$ cat config.mk
export PLATFORM = sky130hd
export DESIGN_NAME = iram_loader
export DESIGN_NICKNAME = d
export VERILOG_FILES = /design/src/rtl/iram_pkg.sv /design/src/rtl/iram_byte_packer.sv /design/src/rtl/iram_loader.sv
export SDC_FILE = /design/constraint.sdc
export NUM_CORES = 2
export LEC_CHECK = 0
export CAP_MARGIN = 15
export CORE_ASPECT_RATIO = 2
export CORE_UTILIZATION = 45
export CTS_BUF_LIST = sky130_fd_sc_hd__clkbuf_16
export DETAILED_ROUTE_END_ITERATION = 10
export MAX_ROUTING_LAYER = met4
export SLEW_MARGIN = 20
export SYNTH_ARGS = -nofsm -noshare
export SYNTH_HDL_FRONTEND = slang
export SYNTH_SLANG_ARGS = --single-unit
$ cat constraint.sdc
create_clock -name clk -period 5.41 [get_ports clk]
set_input_delay 1.082 -clock clk [delete_from_list [all_inputs] [get_ports clk]]
set_output_delay 1.082 -clock clk [all_outputs]
set_load 0.01 [all_outputs]
$ cat src/rtl/iram_pkg.sv
// rtl/iram_pkg.sv - shared state encoding, NOP word and geometry helpers for the instruction RAM loader
package iram_pkg;

  typedef enum logic [1:0] {
    ST_CLEAR = 2'd0,
    ST_LOAD  = 2'd1,
    ST_RUN   = 2'd2
  } state_t;

  // Wide enough for any sane instruction width; users slice the low DATA_W bits.
  localparam logic [255:0] NOP_WORD = '0;

  function automatic int lane_count(input int data_w);
    return data_w / 8;
  endfunction

  function automatic int depth_words(input int addr_w, input int data_w);
    return (2 ** addr_w) / (data_w / 8);
  endfunction

endpackage

$ cat src/rtl/iram_byte_packer.sv
// rtl/iram_byte_packer.sv - little-endian byte-to-word assembler feeding the instruction RAM
module iram_byte_packer
  import iram_pkg::*;
#(
  parameter int DATA_W = 16
) (
  input  logic              clk,
  input  logic              reset,
  input  logic              flush,
  input  logic              accept,
  input  logic [7:0]        data,
  input  logic              last,
  output logic              write,
  output logic [DATA_W-1:0] word
);

  localparam int LANES = lane_count(DATA_W);
  localparam int LW    = $clog2(LANES);

  logic [LW-1:0]     lane;
  logic [DATA_W-1:0] acc;

  // acc only ever holds lanes below the current one, so unfilled upper lanes read as zero
  assign word  = acc | (DATA_W'(data) << {lane, 3'b000});
  assign write = accept && (last || lane == LW'(LANES - 1));

  always_ff @(posedge clk or negedge reset) begin
    if (!reset) begin
      lane <= '0;
      acc  <= '0;
    end else if (flush || write) begin
      lane <= '0;
      acc  <= '0;
    end else if (accept) begin
      acc  <= word;
      lane <= lane + 1'b1;
    end
  end

endmodule

$ cat src/rtl/iram_loader.sv
// rtl/iram_loader.sv - byte-loaded instruction RAM with clear sweep, load and run phases
module iram_loader
  import iram_pkg::*;
#(
  parameter int DATA_W = 16,
  parameter int ADDR_W = 8
) (
  input  logic              clk,
  input  logic              reset,
  input  logic [ADDR_W-1:0] addr,
  output logic [DATA_W-1:0] q,
  input  logic              ld_valid,
  input  logic [7:0]        ld_data,
  input  logic              ld_last,
  output logic              ld_ready,
  input  logic              reload,
  output logic              run,
  output logic [ADDR_W:0]   ld_words,
  output logic              err_ovf,
  output logic              misalign
);

  localparam int LANES = lane_count(DATA_W);
  localparam int LB    = $clog2(LANES);
  localparam int DEPTH = depth_words(ADDR_W, DATA_W);
  localparam int IW    = ADDR_W - LB;
  localparam logic [DATA_W-1:0] NOP = NOP_WORD[DATA_W-1:0];

  state_t            state, state_nx;
  logic [IW-1:0]     idx;
  logic [IW:0]       ptr;
  logic              err_q;
  logic              accept, full, pk_accept, pk_write;
  logic [DATA_W-1:0] pk_word;
  logic [DATA_W-1:0] mem [DEPTH];

  assign accept    = ld_valid && ld_ready;
  assign full      = (ptr == (IW + 1)'(DEPTH));
  assign pk_accept = accept && !full;

  iram_byte_packer #(.DATA_W(DATA_W)) u_packer (
    .clk    (clk),
    .reset  (reset),
    .flush  (state != ST_LOAD),
    .accept (pk_accept),
    .data   (ld_data),
    .last   (ld_last),
    .write  (pk_write),
    .word   (pk_word)
  );

  always_ff @(posedge clk or negedge reset) begin
    if (!reset) state <= ST_CLEAR;
    else        state <= state_nx;
  end

  always_comb begin
    state_nx = state;
    case (state)
      ST_CLEAR: if (idx == IW'(DEPTH - 1)) state_nx = ST_LOAD;
      ST_LOAD:  if (accept && ld_last)     state_nx = ST_RUN;
      ST_RUN:   if (reload)                state_nx = ST_CLEAR;
      default:                             state_nx = ST_CLEAR;
    endcase
  end

  always_comb begin
    ld_ready = 1'b0;
    run      = 1'b0;
    case (state)
      ST_LOAD: ld_ready = 1'b1;
      ST_RUN:  run      = 1'b1;
      default: ;
    endcase
  end

  // Pointer stops at DEPTH, which also gives the saturating word count for free
  always_ff @(posedge clk or negedge reset) begin
    if (!reset) begin
      idx   <= '0;
      ptr   <= '0;
      err_q <= 1'b0;
    end else begin
      case (state)
        ST_CLEAR: idx <= idx + 1'b1;
        ST_LOAD: begin
          if (accept && full) err_q <= 1'b1;
          if (pk_write)       ptr   <= ptr + 1'b1;
        end
        ST_RUN: if (reload) begin
          idx   <= '0;
          ptr   <= '0;
          err_q <= 1'b0;
        end
        default: ;
      endcase
    end
  end

  always_ff @(posedge clk) begin
    if (state == ST_CLEAR) mem[idx] <= NOP;
    else if (pk_write)     mem[ptr[IW-1:0]] <= pk_word;
  end

  assign q        = run ? mem[addr[ADDR_W-1:LB]] : NOP;
  assign misalign = run && (addr[LB-1:0] != '0);
  assign ld_words = {{LB{1'b0}}, ptr};
  assign err_ovf  = err_q;

endmodule

==> metrics.txt <==
Max Clk Rate=between 0.15 and 0.2 GHz; Initial Util=0.454; Largest stage delay, worst path=0.61 ns; CTS max path bufs=4; Chip Width=~300 microns; required time worst endpoint=4.33 ns; Post-Synthesis Cell Area=slightly above 80000 sq um; family with the most delay on the worst path=buffers and inverters; initial antenna violation count=3; worst-skew pair later-pin latency=0.83 ns; post-synth top area share=0.759; syn avg cell area=20.1 sq um; CP arrival=between 4 and 5 ns; EDFF count, synth=just over 2000; Setup crit end=q[11]; Worst Setup SP=addr[1]; WL/cell=32.4 microns; Bufs and invs on worst path=6; vias=~42000; Placed Instances=6564; CP Cell Sequence=buf_8 -> buf_12 -> buf_12 -> buf_4 -> mux4_2 -> nand3_1 -> nand4_1 -> nor4_1 -> buf_4 -> a41oi_1 -> clkdlybuf4s50_1; critical path depth in cells=11; Lkg Pwr=roughly 28 nW; Worst Slack Setup Final=-0.0489 ns; Final Hold Fails=0; total track usage=0.255; clock-pin slew on the worst setup and hold paths=around 0.060 ns; R2R Path Start=ptr[1]; share of post-route cells with drive strength above 1=0.260; Layout area overhead=15.1%; Final Setup Violations=2; area leader, netlist=edfxtp_1; Slew HR=0.188; pre-CTS WS=-0.157 ns; grt ovf=0; peak supply drop=around 0.00025 V; core area=between 150000 and 200000 sq um; hpwl dp=146000 microns; Synth Flop Type=edfxtp_1; DR pass1 iterations=10; # rows=around 220; Cell variety after synth=between 60 and 70; worst reg2reg endpoint=mem[44][11]; crit path capture type=output pin; fin crit share=1.01; minimum hold slack=roughly 0.49 ns; setup TNS=-0.0587 ns; WL met3=about 10000 microns; Post-Syn Instances=4037; register area share after synthesis=0.770; CP Max Fanout=23; failing checks=DRC, setup timing; Die H=about 600 microns; Reg2Reg Setup Slack=approximately 1.3 ns; drt drc=8; fin util=0.522; Initial DRC Count=approximately 3800; R2R depth=8; min Tclk post-route=5.46 ns; Top Ports=50; CTS tree=yes; Final Cell Area=approximately 93000 sq um; first-pass GRT wire length=between 300000 and 400000 microns; drt total wl=~220000 microns; clock sink total=between 2000 and 2500; Vias/cell=around 6; Layout Cells excl Fill=between 6000 and 7000; Min-Delay Path Class=reg -> reg; vias in the first global route=~42000; largest net degree at the start of global routing=between 100 and 150; CTS H-tree depth=4; total CTS buffers=183; Worst path slowest cell=mux4_2; critical path type=in -> out; PortBufs=48; Max-Cap Viols=0; ys async rst share=0.0168; Pins Over Slew Limit=0; Power Density=approximately 360 nW/um^2; clk root buf=clkbuf_16; DR top layer=met4; metal2 WL=approximately 120000 microns; Mapped Nets=~4100; full die area=between 150000 and 200000 sq um; GP Congestion=0.927; crit path launch type=primary input; postcts setup bufs=0; wire length on met1=77500 microns; fillers=about 14000; Final ANT Viol Nets=0; outcome=complete, but fails checks; RSZ-0062 raised after global routing=false; total power=roughly 34 mW; worst-margin pin slew=approximately 1.2 ns; top cells by area, synth=edfxtp_1, mux4_2, mux2i_1; clock skew=between 0.05 and 0.06 ns; Placement Cell Area=87600 sq um; number of synthesized register bits=roughly 2100; final-stage net count=roughly 4500; Ys Warns=0
## flip-flops by register name, indices dropped and copies added (netlist names)
register       flops
idx                7
u_packer.acc      16
err_ovf            1
state              2
ptr                8
u_packer.lane      1
mem             2048
## kinds of logic after synthesis
family / after synthesis / synth area share
and+or+nand+nor: 767 / 0.0478
other: 1 / 0.0000463
xor gates and xnor gates: 5 / 0.000541
AOI/OAI and AO/OA: 255 / 0.0224
DFF: 2083 / 0.770
adders and majority gates: 3 / 0.000464
buffers and inverters: 265 / 0.0149
muxes: 658 / 0.144
## cells in the mapped netlist, types with 32 or more instances
| cell | n |
|---|---|
| nor3_1 | 45 |
| mux2_2 | 32 |
| nand4_1 | 85 |
| clkbuf_1 | 117 |
| mux2i_1 | 226 |
| nand3_1 | 339 |
| mux4_2 | 400 |
| edfxtp_1 | 2048 |
| a22oi_1 | 78 |
| a21oi_1 | 55 |
| buf_2 | 96 |
| dfrtp_1 | 35 |
| nor2_1 | 183 |
## worst min path at each step
stage,end,cells after the start,slack (ns),startpoint
after global routing,u_packer.acc[8],2,0.52,u_packer.acc[8]
after CTS,u_packer.acc[8],2,0.50,u_packer.acc[8]
final,u_packer.acc[3],2,0.49,u_packer.acc[3]
after floorplan,u_packer.acc[0],2,0.46,u_packer.acc[0]
after detailed placement,u_packer.acc[8],2,0.49,u_packer.acc[8]
after global placement,u_packer.acc[1],2,0.48,u_packer.acc[1]
## cell usage in the layout (no fill, tap or decap), types with 5 or more instances in the layout
cell	n
nand3_1	339
clkinv_2	30
nor2_4	17
edfxtp_1	2048
dfrtp_1	35
a22oi_1	78
mux2_2	32
diode_2	5
clkbuf_16	186
a211oi_2	7
nand2_1	28
o21ai_0	8
mux4_2	400
a21oi_1	54
buf_4	343
o221ai_1	15
clkinv_4	5
nor4_1	10
nor2_1	164
o22ai_1	22
a31oi_1	17
clkinvlp_4	6
nor3_1	20
clkinv_1	50
a41oi_1	13
nor4_2	9
o22ai_2	9
buf_12	67
clkdlybuf4s50_1	45
bufinv_16	9
inv_1	39
nand4_1	85
and3_1	22
nor3_2	22
mux2i_1	226
## power by group
part	leakage (nW)	total, mW	switching, mW	internal [mW]
Clock	2.82	12.4	5.71	6.66
Combinational	7.94	2.88	1.96	0.926
Sequential	17.6	18.4	0.200	18.2
Total	28.3	33.7	7.87	25.8
## repair_timing
action | 4_1_cts | 5_1_grt
gates cloned | 0 | 0
gates resized for setup | 8 | 6
hold buffers | 0 | 0
pin swaps | 3 | 1
endpoints found under the setup margin | 7 | 4
## layout make-up
class,count,area [sq um],area share
antenna,5,12.5,0.000134
clock buffer,186,4650,0.0499
clock inverter,133,856,0.00918
inverter,11,41.3,0.000443
multi-input combinational,1689,17900,0.192
sequential,2083,62400,0.669
tap,2320,2900,0.0311
timing repair buffer,461,4470,0.0480
## worst register-to-register path: cells and delay by family, from the launching register on
family	cells	cell delay, ns
compound gates	2	0.80
fa+ha+maj	1	0.25
buf+inv	2	0.51
flops	1	0.48
simple gates	3	1.80
## layer usage
| layer | vias to the layer above | track usage |
|---|---|---|
| li1 | 17526 | - |
| met5 | - | - |
| met4 | 0 | 0.143 |
| met1 | 22142 | 0.279 |
| met2 | 1410 | 0.449 |
| met3 | 433 | 0.0277 |
(Power assumes the default switching activity.)
